### src/rtl/gpu_stream_pkg.sv
// Shared helpers for stream packers and unpackers: the word/sub-word ratio,
// the width of the slice index, and a legality check for the widths.
package gpu_stream_pkg;

   function automatic int unsigned stream_ratio(input int unsigned in_bits,
                                                input int unsigned out_bits);
      return (out_bits == 0) ? 0 : in_bits / out_bits;
   endfunction

   function automatic int unsigned stream_idx_w(input int unsigned ratio);
      return (ratio < 2) ? 1 : $clog2(ratio);
   endfunction

   function automatic bit stream_cfg_ok(input int unsigned in_bits,
                                        input int unsigned out_bits);
      return (out_bits != 0) && (in_bits % out_bits == 0) && (in_bits / out_bits >= 2);
   endfunction

endpackage

### src/rtl/fifo_fwft_unpacker.sv
// Pops wide words from an FWFT FIFO and emits them as RATIO narrow sub-words
// on a valid/ready stream, one per clock with no bubble between words.
module fifo_fwft_unpacker
   import gpu_stream_pkg::*;
#(
   parameter int unsigned IN_BITS   = 32,
   parameter int unsigned OUT_BITS  = 8,
   parameter bit          LSB_FIRST = 1'b1,
   localparam int unsigned RATIO    = stream_ratio(IN_BITS, OUT_BITS),
   localparam int unsigned IDX_W    = stream_idx_w(RATIO)
) (
   input  logic                clk,
   input  logic                reset,
   input  logic                flush,
   input  logic                fifo_not_empty,
   input  logic [IN_BITS-1:0]  fifo_data,
   output logic                fifo_shift_out,
   output logic                out_valid,
   input  logic                out_ready,
   output logic [OUT_BITS-1:0] out_data,
   output logic                out_last,
   output logic [IDX_W-1:0]    sub_index,
   output logic                busy
);

   if (!stream_cfg_ok(IN_BITS, OUT_BITS)) begin : g_cfg_err
      $fatal(1, "fifo_fwft_unpacker: IN_BITS must be a multiple of OUT_BITS with ratio >= 2");
   end

   localparam logic [IDX_W-1:0] LAST_IDX = IDX_W'(RATIO - 1);

   logic [IN_BITS-1:0] hold_q, hold_d;
   logic               hold_valid_q, hold_valid_d;
   logic [IDX_W-1:0]   idx_q, idx_d;
   logic [IDX_W-1:0]   slice_sel;
   logic               accept;
   logic               done;
   logic               load;

   assign accept = hold_valid_q && out_ready;
   assign done   = accept && (idx_q == LAST_IDX);
   // Gated by reset so the FIFO never sees a pop while the unpacker is held in reset.
   assign load   = !reset && fifo_not_empty && !flush && (!hold_valid_q || done);

   always_comb begin
      hold_d       = hold_q;
      hold_valid_d = hold_valid_q;
      idx_d        = idx_q;
      if (flush) begin
         hold_valid_d = 1'b0;
         idx_d        = '0;
      end else if (load) begin
         hold_d       = fifo_data;
         hold_valid_d = 1'b1;
         idx_d        = '0;
      end else if (done) begin
         hold_valid_d = 1'b0;
         idx_d        = '0;
      end else if (accept) begin
         idx_d = idx_q + IDX_W'(1);
      end
   end

   always_ff @(posedge clk or posedge reset) begin
      if (reset) begin
         hold_q       <= '0;
         hold_valid_q <= 1'b0;
         idx_q        <= '0;
      end else begin
         hold_q       <= hold_d;
         hold_valid_q <= hold_valid_d;
         idx_q        <= idx_d;
      end
   end

   assign slice_sel      = LSB_FIRST ? idx_q : (LAST_IDX - idx_q);
   assign out_data       = hold_valid_q ? hold_q[slice_sel*OUT_BITS +: OUT_BITS] : '0;
   assign out_valid      = hold_valid_q;
   assign out_last       = hold_valid_q && (idx_q == LAST_IDX);
   assign sub_index      = idx_q;
   assign busy           = hold_valid_q;
   assign fifo_shift_out = load;

endmodule
### config.mk
export PLATFORM = sky130hd
export DESIGN_NAME = fifo_fwft_unpacker
export DESIGN_NICKNAME = d
export VERILOG_FILES = /design/src/rtl/gpu_stream_pkg.sv /design/src/rtl/fifo_fwft_unpacker.sv
export SDC_FILE = /design/constraint.sdc
export NUM_CORES = 1
export LEC_CHECK = 0
export ABC_AREA = 1
export BUFFER_PORTS_ARGS = -buffer_cell sky130_fd_sc_hd__buf_2
export CORE_ASPECT_RATIO = 0.5
export CORE_MARGIN = 2
export CORE_UTILIZATION = 40
export DETAILED_ROUTE_END_ITERATION = 8
export PLACE_DENSITY = 0.63
export RECOVER_POWER = 50
export SLEW_MARGIN = 20
export SYNTH_ARGS = -nofsm -noshare
export SYNTH_HDL_FRONTEND = slang
export SYNTH_SLANG_ARGS = --single-unit
### constraint.sdc
create_clock -name clk -period 3.3 [get_ports clk]
set_clock_uncertainty 0.15 [all_clocks]
set_input_delay 0.66 -clock clk [delete_from_list [all_inputs] [get_ports clk]]
set_output_delay 0.66 -clock clk [all_outputs]
set_load 0.005 [all_outputs]
==> results of run 1 <==
area by class of cell:
cell class,instances,area (um^2),share of cell area
Inverter,41,154,0.0668
Clock inverter,2,60.1,0.0261
Multi-Input combinational cell,169,781,0.339
Clock buffer,6,72.6,0.0315
Tap cell,66,82.6,0.0359
Sequential cell,35,876,0.380
Timing Repair Buffer,55,277,0.120
report_power, final:
| part | leakage, nW | total, mW | internal [mW] | switching, mW |
|---|---|---|---|---|
| Combinational | 0.813 | 0.234 | 0.0882 | 0.145 |
| Sequential | 0.441 | 0.556 | 0.507 | 0.0486 |
| Clock | 0.0654 | 0.461 | 0.302 | 0.159 |
| Total | 1.32 | 1.25 | 0.898 | 0.353 |
path summary, 6_finish.rpt:
path | from | end | slack, ns | cells past startpoint
worst max-delay path | sub_index[0] | out_data[1] | 0.69 | 5
worst min-delay path | hold_q[11] | hold_q[11] | 0.32 | 2
worst max register to register | sub_index[0] | hold_q[10] | 1.04 | 6
worst min register to register | hold_q[11] | hold_q[11] | 0.32 | 2
max in group asynchronous | reset | hold_q[21] | 1.00 | 3
min in group asynchronous | reset | hold_q[17] | 0.92 | 3
stage by stage:
stage | hold slack [ns] | area, um^2 | setup slack (ns) | power (mW) | util
floorplan | 0.292 | 1930 | 1.34 | 0.718 | -
global placement | 0.304 | 2180 | 1.09 | 0.794 | 0.482
detailed placement | 0.309 | 2180 | 1.01 | 0.800 | 0.482
CTS | 0.327 | 2320 | 0.694 | 1.26 | 0.511
global route | 0.351 | 2300 | 0.482 | 1.33 | 0.508
finish | 0.324 | 2300 | 0.694 | 1.25 | 0.508
state kept, by name, indices dropped and copies added (netlist names):
register,count
hold_q,32
sub_index,2
busy,1
placed cells by master, fill, tap and decap left out:
cell / instances
nand2_1: 105
buf_2: 48
inv_1: 40
dfrtp_1: 35
nand4_1: 32
nand3_1: 17
a21oi_1: 8
clkbuf_8: 5
clkbuf_1: 4
nor2_1: 2
bufinv_16: 2
clkbuf_2: 2
buf_4: 2
nor2_4: 1
nand3_4: 1
inv_2: 1
o21a_1: 1
o21ai_0: 1
ha_1: 1
worst max-delay path, stage by stage, from the launching register on:
cell     delay (ns)
dfrtp_1        0.71
inv_2          0.26
nand2_1        0.11
nand3_1        0.08
a21oi_1        0.20
buf_2          0.15
metal layers:
metal,global-route usage,vias to the layer above
met5,0,-
met4,0.0533,0
met3,0.0436,5
met2,0.302,51
met1,0.299,823
li1,-,916
logic make-up after synthesis:
group	after synthesis	share of synthesized area
buf+inv	59	0.142
compound gates	10	0.0272
fa+ha+maj	1	0.00647
simple gates	158	0.372
flops	35	0.453
==> flow_metrics.py, run 1 <==
metrics = {
    "critical_path": {
        "critPathCaptureType": "output port",
        "critPathLaunchType": "register",
        "critPathMaxFanout": 20,
        "cp.required_ns": 2.49,
        "arrival_ns": 1.80,
        "path_class": "register to output port",
    },
    "routing": {
        "wl_met2_um": 1960,
        "antenna_left": 0,
        "vias_per_cell": 4.80,
        "wl_um": 4820,
        "vias": 1795,
        "dr.first_iter.drc_count": 77,
        "avgRoutedWirePerCell_um": 12.9,
        "drc": 0,
        "topRoutingLayerUsed": "met4",
        "met3_length_um": 277,
        "drtPass1Iterations": 4,
        "m1WireLength_um": 2540,
    },
    "logic_synthesis": {
        "ys_warn_count": 0,
        "seq_area_frac_synth": 0.453,
        "synth_most_common_cell": "nand2_1",
        "syn_nets": 301,
        "synth_cell_type_count": 17,
        "netlist_top_cells_count": "104 x nand2_1, 40 x inv_1, 35 x dfrtp_1",
        "async_flop_share": 1.00,
        "ys_seq_elements": 35,
        "syn_inst": 263,
        "synth_top_area_frac": 0.453,
        "synth_edf_count": 0,
        "synth_top_area_cell": "dfrtp_1",
        "synthFlopType": "dfrtp_1",
        "synthesis.area_um2": 1930,
        "syn_avg_cell_area_um2": 7.35,
        "synth_area_leaders": "dfrtp_1 45%, nand2_1 20%, nand4_1 10%",
    },
    "die": {
        "core_um2": 4530,
        "die_y_um": 53.2,
        "die-area_um2": 5440,
        "num_io_pins": 51,
        "die_w_um": 102,
        "initial_utilization": 0.427,
        "rows": 17,
    },
    "cells_and_area": {
        "antenna_cells": 0,
        "fillers": 475,
        "fin_cells": 374,
        "layout-drive-gt1-share": 0.201,
        "area_growth_pct": 19.1,
        "final_nets": 345,
    },
    "cts": {
        "h-tree-depth": 2,
        "hold_buffers": 0,
        "clock-root-buffer": "clkbuf_8",
        "cts_buffers": 5,
        "cts_tree": "yes",
        "ctsResizeCount": 0,
        "clk_pin_slew_ns": 0.07,
        "clockBufferDepth": 2,
        "insertion_delay_ns": 0.29,
        "post_cts_buffers": 0,
        "cts.sinks": 35,
    },
    "timing": {
        "finalHoldViolations": 0,
        "max_slew_margin": -0.256,
        "tns_ns": 0,
        "worstMarginPinSlew_ns": 1.88,
        "setup_viol": 0,
        "fmax_ghz": 0.384,
        "rsz0062_at_grt": "false",
        "drv_slew": 36,
        "period_minus_slack_ns": 2.61,
        "period_share": 0.790,
    },
    "place": {
        "dp_hpwl_um": 3430,
        "gp_congestion": 0.877,
        "port_buffers": 50,
        "dp.cells": 366,
    },
    "global_route": {
        "overflow": 0,
        "gr-usage-all-layers": 0.203,
        "grt_max_degree": 36,
        "antenna_found_initial": 0,
        "first_global_vias": 1711,
        "grt_first_pass_wirelength_um": 8140,
    },
    "power_and_ir_drop": {
        "power.density_nw_per_um2": 543,
        "peakVddDrop_mv": 0.182,
        "power.leakage_nw": 1.32,
    },
    "run_status": {
        "violations": "max-capacitance violations, max-slew violations",
        "status": "finished, violations left",
    },
    "flow_run": {
        "maxCapViolations": 1,
    },
    "hold_path": {
        "hp-class": "register to register",
    },
}
Note: power is estimated with default switching activity, not from simulation.
==> run 2: changes to the inputs <==
--- a/config.mk
+++ b/config.mk
@@ -5,13 +5,13 @@
 export SDC_FILE = /design/constraint.sdc
 export NUM_CORES = 1
 export LEC_CHECK = 0
-export ABC_AREA = 1
+export ABC_AREA = 0
 export BUFFER_PORTS_ARGS = -buffer_cell sky130_fd_sc_hd__buf_2
 export CORE_ASPECT_RATIO = 0.5
 export CORE_MARGIN = 2
 export CORE_UTILIZATION = 40
 export DETAILED_ROUTE_END_ITERATION = 8
-export PLACE_DENSITY = 0.63
+export PLACE_DENSITY = 0.65
 export RECOVER_POWER = 50
 export SLEW_MARGIN = 20
 export SYNTH_ARGS = -nofsm -noshare
==> constraint.sdc (replaced) <==
create_clock -name clk -period 2.6 [get_ports clk]
set_clock_uncertainty 0.15 [all_clocks]
set_input_delay 0.52 -clock clk [delete_from_list [all_inputs] [get_ports clk]]
set_output_delay 0.52 -clock clk [all_outputs]
set_load 0.005 [all_outputs]
==> flow_metrics.py, run 2 <==
metrics = {
    "global_route": {
        "grt_use_met2": 0.243,
        "grt_first_pass_wirelength_um": 5240,
        "antenna_found_initial": 0,
        "grtUsageMet1": 0.193,
        "busiest_layer": "met2",
        "overflow": 0,
        "grt_max_degree": 36,
        "first_global_vias": 1134,
        "use_met3": 0.0386,
        "gr-usage-all-layers": 0.150,
    },
    "routing": {
        "antenna_left": 0,
        "wl_um": 3060,
        "drc": 0,
        "vias_per_cell": 4.75,
        "avgRoutedWirePerCell_um": 14.2,
        "vias": 1022,
        "drtPass1Iterations": 4,
        "dr.first_iter.drc_count": 48,
    },
    "timing": {
        "max_slew_margin": 0.419,
        "setup_viol": 0,
        "worstMarginPinSlew_ns": 0.872,
        "fmax_ghz": 0.416,
        "finalHoldViolations": 0,
        "tns_ns": 0,
        "period_share": 0.924,
        "period_minus_slack_ns": 2.40,
        "rsz0062_at_grt": "false",
        "drv_slew": 0,
    },
    "cells_and_area": {
        "layout-drive-gt1-share": 0.634,
        "largest_register_ffs": 32,
        "final_nets": 198,
        "antenna_cells": 0,
        "fillers": 355,
        "area_growth_pct": 25.3,
        "final_cell_mix": "49 x buf_2, 35 x dfrtp_1, 30 x mux2_2, 9 x and2_1, 8 x mux4_2",
        "mostFrequentLayoutCell": "buf_2",
        "regMostFlops": "hold_q",
        "finish.instance_area_um2": 2040,
        "fin_util": 0.523,
    },
    "flow_run": {
        "maxCapViolations": 0,
    },
    "logic_synthesis": {
        "synth_most_common_cell": "dfrtp_1",
        "synth_cell_type_count": 19,
        "seq_area_frac_synth": 0.537,
        "syn_inst": 104,
        "synthFlopType": "dfrtp_1",
        "synth_area_leaders": "dfrtp_1 54%, mux2_2 21%, mux4_2 11%",
        "synth_top_area_cell": "dfrtp_1",
        "netlist_top_cells_count": "35 x dfrtp_1, 30 x mux2_2, 9 x and2_1",
        "synth_edf_count": 0,
        "syn_avg_cell_area_um2": 15.7,
        "async_flop_share": 1.00,
        "synthesis.area_um2": 1630,
        "synth_top_area_frac": 0.537,
        "syn_nets": 142,
        "ys_warn_count": 0,
        "ys_seq_elements": 35,
    },
    "hold_path": {
        "whs_endpoint": "hold_q[8]",
        "worstHoldStart": "fifo_data[8]",
        "min_path_cells": 2,
        "hp-class": "input pin to register",
    },
    "critical_path": {
        "cpPeakStageDelay_ns": 0.61,
        "path_class": "register to output port",
        "cp.required_ns": 1.93,
        "crit_buf_inv": 1,
        "rrSetupSlack_ns": 0.22,
        "crit_family": "flip-flops",
        "critPathMaxFanout": 9,
        "arrival_ns": 1.73,
        "critPathLaunchType": "register",
        "critPathCaptureType": "output port",
        "cp-startpoint": "sub_index[1]",
        "r2r_cells": 5,
        "regToRegEndpoint": "hold_q[2]",
        "critPathSlowestCell": "dfrtp_1",
        "reg2reg_from": "sub_index[1]",
        "crit_chain": "ha_1 -> nand2_1 -> a211oi_4 -> buf_2",
    },
    "die": {
        "rows": 16,
        "die_w_um": 94.3,
        "num_io_pins": 51,
        "initial_utilization": 0.418,
        "die_y_um": 49.1,
        "die-area_um2": 4630,
        "core_um2": 3900,
    },
    "cts": {
        "clk_pin_slew_ns": 0.07,
        "h-tree-depth": 2,
        "cts.sinks": 35,
        "hold_buffers": 0,
        "cts_tree": "yes",
        "insertion_delay_ns": 0.28,
        "post_cts_buffers": 0,
        "clockBufferDepth": 2,
        "ctsResizeCount": 0,
        "cts_buffers": 5,
        "clock-root-buffer": "clkbuf_8",
    },
    "power_and_ir_drop": {
        "peakVddDrop_mv": 0.366,
        "power.density_nw_per_um2": 715,
        "power_mw": 1.46,
        "power.leakage_nw": 0.959,
    },
    "place": {
        "gp_congestion": 0.692,
        "placed_cell_area_um2": 1940,
        "dp_hpwl_um": 2220,
        "port_buffers": 50,
    },
    "run_status": {
        "status": "completed",
    },
}
run 2: cell types whose count changed in the layout (fill, tap and decap cells not counted), sizes merged, moves of 7 or more:
cell / delta
mux2: +32
mux4: +8
and2: +9
nand3: -18
a21oi: -7
inv: -40
nand2: -102
nand4: -32
run 2: logic make-up after synthesis:
| logic type | Yosys count | synth area share |
|---|---|---|
| multiplexers | 42 | 0.344 |
| flip-flops | 35 | 0.537 |
| AND/OR/NAND/NOR | 16 | 0.0599 |
| buffers and inverters | 8 | 0.0361 |
| AO/OA/AOI/OAI | 2 | 0.0153 |
| adder cells (fa/ha/maj) | 1 | 0.00767 |
run 2: report_power, final:
| part | switching, mW | internal (mW) |
|---|---|---|
| sequential | 0.0548 | 0.656 |
| clock | 0.202 | 0.310 |
| combinational | 0.0748 | 0.163 |
run 2: area by class of cell:
class,instances,area [um^2],share of cell area
inverters,1,3.75,0.00184
clock buffers,6,82.6,0.0404
flip-flops and latches,35,876,0.429
multi-input cells,61,693,0.339
repair buffers,56,285,0.140
clock inverters,2,35.0,0.0171
well taps,54,67.6,0.0331
run 2: worst max path at each step:
stage,end,slack (ns),cells past startpoint
final,fifo_shift_out,0.20,4
after global routing,hold_q[2],0.05,5
after CTS,out_data[6],0.19,3
after detailed placement,hold_q[16],0.41,5
after global placement,hold_q[30],0.51,5
after floorplan,out_data[0],0.64,3
run 2: worst reg2reg max path, cell delays in order, from the launching register on:
cell      delay, ns
dfrtp_1        0.61
ha_1           0.28
nand2_1        0.11
a211oi_4       0.29
clkbuf_2       0.43
mux2_2         0.40
run 2: metrics by stage:
step / std cells / hold slack (ns) / setup slack, ns
after floorplan: 104 / 0.302 / 0.639
after global placement: 207 / 0.314 / 0.512
final: 215 / 0.299 / 0.197
after CTS: 215 / 0.196 / 0.192
after global routing: 215 / 0.305 / 0.0472
after detailed placement: 207 / 0.326 / 0.413
run 2: per-layer routing:
layer | vias up | wire, um
li1 | 485 | -
met3 | 3 | 157
met2 | 23 | 1420
met5 | - | 0
met1 | 511 | 1460
met4 | 0 | 22
==> run 3: changes to the inputs <==
==> constraint.sdc (replaced) <==
create_clock -name clk -period 2.6 [get_ports clk]
set_clock_uncertainty 0.15 [all_clocks]
set_input_delay 0 -clock clk [delete_from_list [all_inputs] [get_ports clk]]
set_output_delay 0 -clock clk [all_outputs]
set_load 0.005 [all_outputs]
==> flow_metrics.py, run 3 (same netlist as run 2, synthesis figures left out) <==
metrics = {
    "cts": {
        "cts_buffers": 5,
        "insertion_delay_ns": 0.29,
        "cts_tree": "yes",
        "clockBufferDepth": 2,
        "ctsResizeCount": 0,
        "clk_pin_slew_ns": 0.07,
        "cts.sinks": 35,
        "post_cts_buffers": 0,
        "hold_buffers": 36,
        "clock-root-buffer": "clkbuf_8",
        "h-tree-depth": 2,
    },
    "power_and_ir_drop": {
        "power.density_nw_per_um2": 630,
        "p_sw_frac": 0.227,
        "p_seq_frac": 0.471,
        "peakVddDrop_mv": 0.253,
        "p_int_mw": 1.17,
        "clkPwrFrac": 0.344,
        "power.leakage_nw": 1.10,
        "power_frac_comb": 0.185,
        "p_switching_mw": 0.343,
    },
    "die": {
        "core_um2": 3900,
        "num_io_pins": 51,
        "initial_utilization": 0.418,
        "rows": 16,
        "die_w_um": 94.3,
        "die_y_um": 49.1,
        "die-area_um2": 4630,
    },
    "place": {
        "gp_congestion": 0.662,
        "placed_cell_area_um2": 1940,
        "place_ws_ns": 0.584,
        "dp.cells": 205,
        "dp_hpwl_um": 2250,
        "port_buffers": 50,
    },
    "timing": {
        "finalWorstSetupSlack_ns": 0.409,
        "period_share": 0.843,
        "tns_ns": 0,
        "drv_slew": 0,
        "setup_viol": 0,
        "finalHoldViolations": 0,
        "period_minus_slack_ns": 2.19,
        "rsz0062_at_grt": "false",
        "fmax_ghz": 0.456,
        "max_slew_margin": 0.439,
        "worstMarginPinSlew_ns": 0.841,
    },
    "global_route": {
        "grt_max_degree": 36,
        "gr-usage-all-layers": 0.163,
        "first_global_vias": 1255,
        "grt_first_pass_wirelength_um": 5640,
        "busiest_layer": "met2",
        "antenna_found_initial": 0,
        "grtUsageMet1": 0.185,
        "use_met3": 0.0433,
        "overflow": 0,
        "grt_use_met2": 0.289,
    },
    "critical_path": {
        "critPathSlowestCell": "a211oi_2",
        "path_class": "register to register",
        "cp.required_ns": 2.63,
        "critPathCaptureType": "register",
        "crit_family": "compound AO/OA/AOI/OAI gates",
        "cpPeakStageDelay_ns": 0.65,
        "r2r_cells": 5,
        "worst-path-stages": 5,
        "critPathMaxFanout": 29,
        "arrival_ns": 2.22,
        "critPathLaunchType": "register",
        "crit_chain": "ha_1 -> nand2_1 -> a211oi_2 -> buf_12 -> mux2_2",
        "crit_buf_inv": 1,
    },
    "cells_and_area": {
        "antenna_cells": 0,
        "final_cell_mix": "48 x buf_2, 36 x dlygate4sd3_1, 35 x dfrtp_1, 30 x mux2_2",
        "mostFrequentLayoutCell": "buf_2",
        "final_nets": 232,
        "area_growth_pct": 47.1,
        "fin_cells": 249,
        "largest_register_ffs": 32,
        "finish.instance_area_um2": 2400,
        "layout-drive-gt1-share": 0.508,
        "regMostFlops": "hold_q",
        "fillers": 322,
    },
    "routing": {
        "dr.first_iter.drc_count": 26,
        "avgRoutedWirePerCell_um": 13.4,
        "vias": 1175,
        "wl_um": 3350,
        "drtPass1Iterations": 2,
        "drc": 0,
        "antenna_left": 0,
        "vias_per_cell": 4.72,
    },
    "hold_path": {
        "min_path_cells": 4,
        "hp-class": "input pin to register",
    },
    "run_status": {
        "status": "completed",
    },
    "flow_run": {
        "maxCapViolations": 0,
    },
}
-- run 3: layer usage --
metal | up-vias | wire [um]
met5 | - | 0
met4 | 0 | 48
met3 | 5 | 137
met2 | 22 | 1690
met1 | 590 | 1470
li1 | 558 | -
-- run 3: worst reg2reg max path: stages (launching register included) --
cell and delay [ns]:
dfrtp_1 0.36, ha_1 0.19, nand2_1 0.09, a211oi_2 0.65, buf_12 0.28, mux2_2 0.37
-- run 3: final timing paths --
kind	slack, ns	endpoint	start
setup / recovery	0.41	hold_q[29]	sub_index[0]
hold / removal	0.08	hold_q[8]	fifo_not_empty
setup reg to reg	0.41	hold_q[29]	sub_index[0]
hold reg to reg	0.34	hold_q[8]	hold_q[8]
max in group asynchronous	1.42	hold_q[8]	reset
min in group asynchronous	0.34	hold_q[3]	reset
-- run 3: power by group through the flow --
stage | Sequential (mW) | Clock (mW) | Combinational (mW)
floorplan | 0.701 | 0 | 0.184
global placement | 0.718 | 0 | 0.237
detailed placement | 0.727 | 0 | 0.246
CTS | 0.715 | 0.543 | 0.287
global route | 0.729 | 0.554 | 0.307
finish | 0.712 | 0.520 | 0.280
-- run 3: per-stage QoR --
step            util  hold WS (ns)  power (mW)
2_1_floorplan      -       -0.0869       0.885
3_3_place_gp   0.496       -0.0196       0.955
3_5_place_dp   0.496       -0.0130       0.972
4_1_cts        0.619        0.0427        1.55
5_1_grt        0.614        0.0959        1.59
6_report       0.614        0.0840        1.51
-- run 3: layout make-up --
type	count	area [um^2]	share of cell area
clock buffer	6	82.6	0.0344
clock inverter	2	38.8	0.0162
inverter	1	3.75	0.00156
multi-input combinational	61	686	0.286
sequential	35	876	0.365
tap	54	67.6	0.0282
timing repair buffer	90	644	0.269
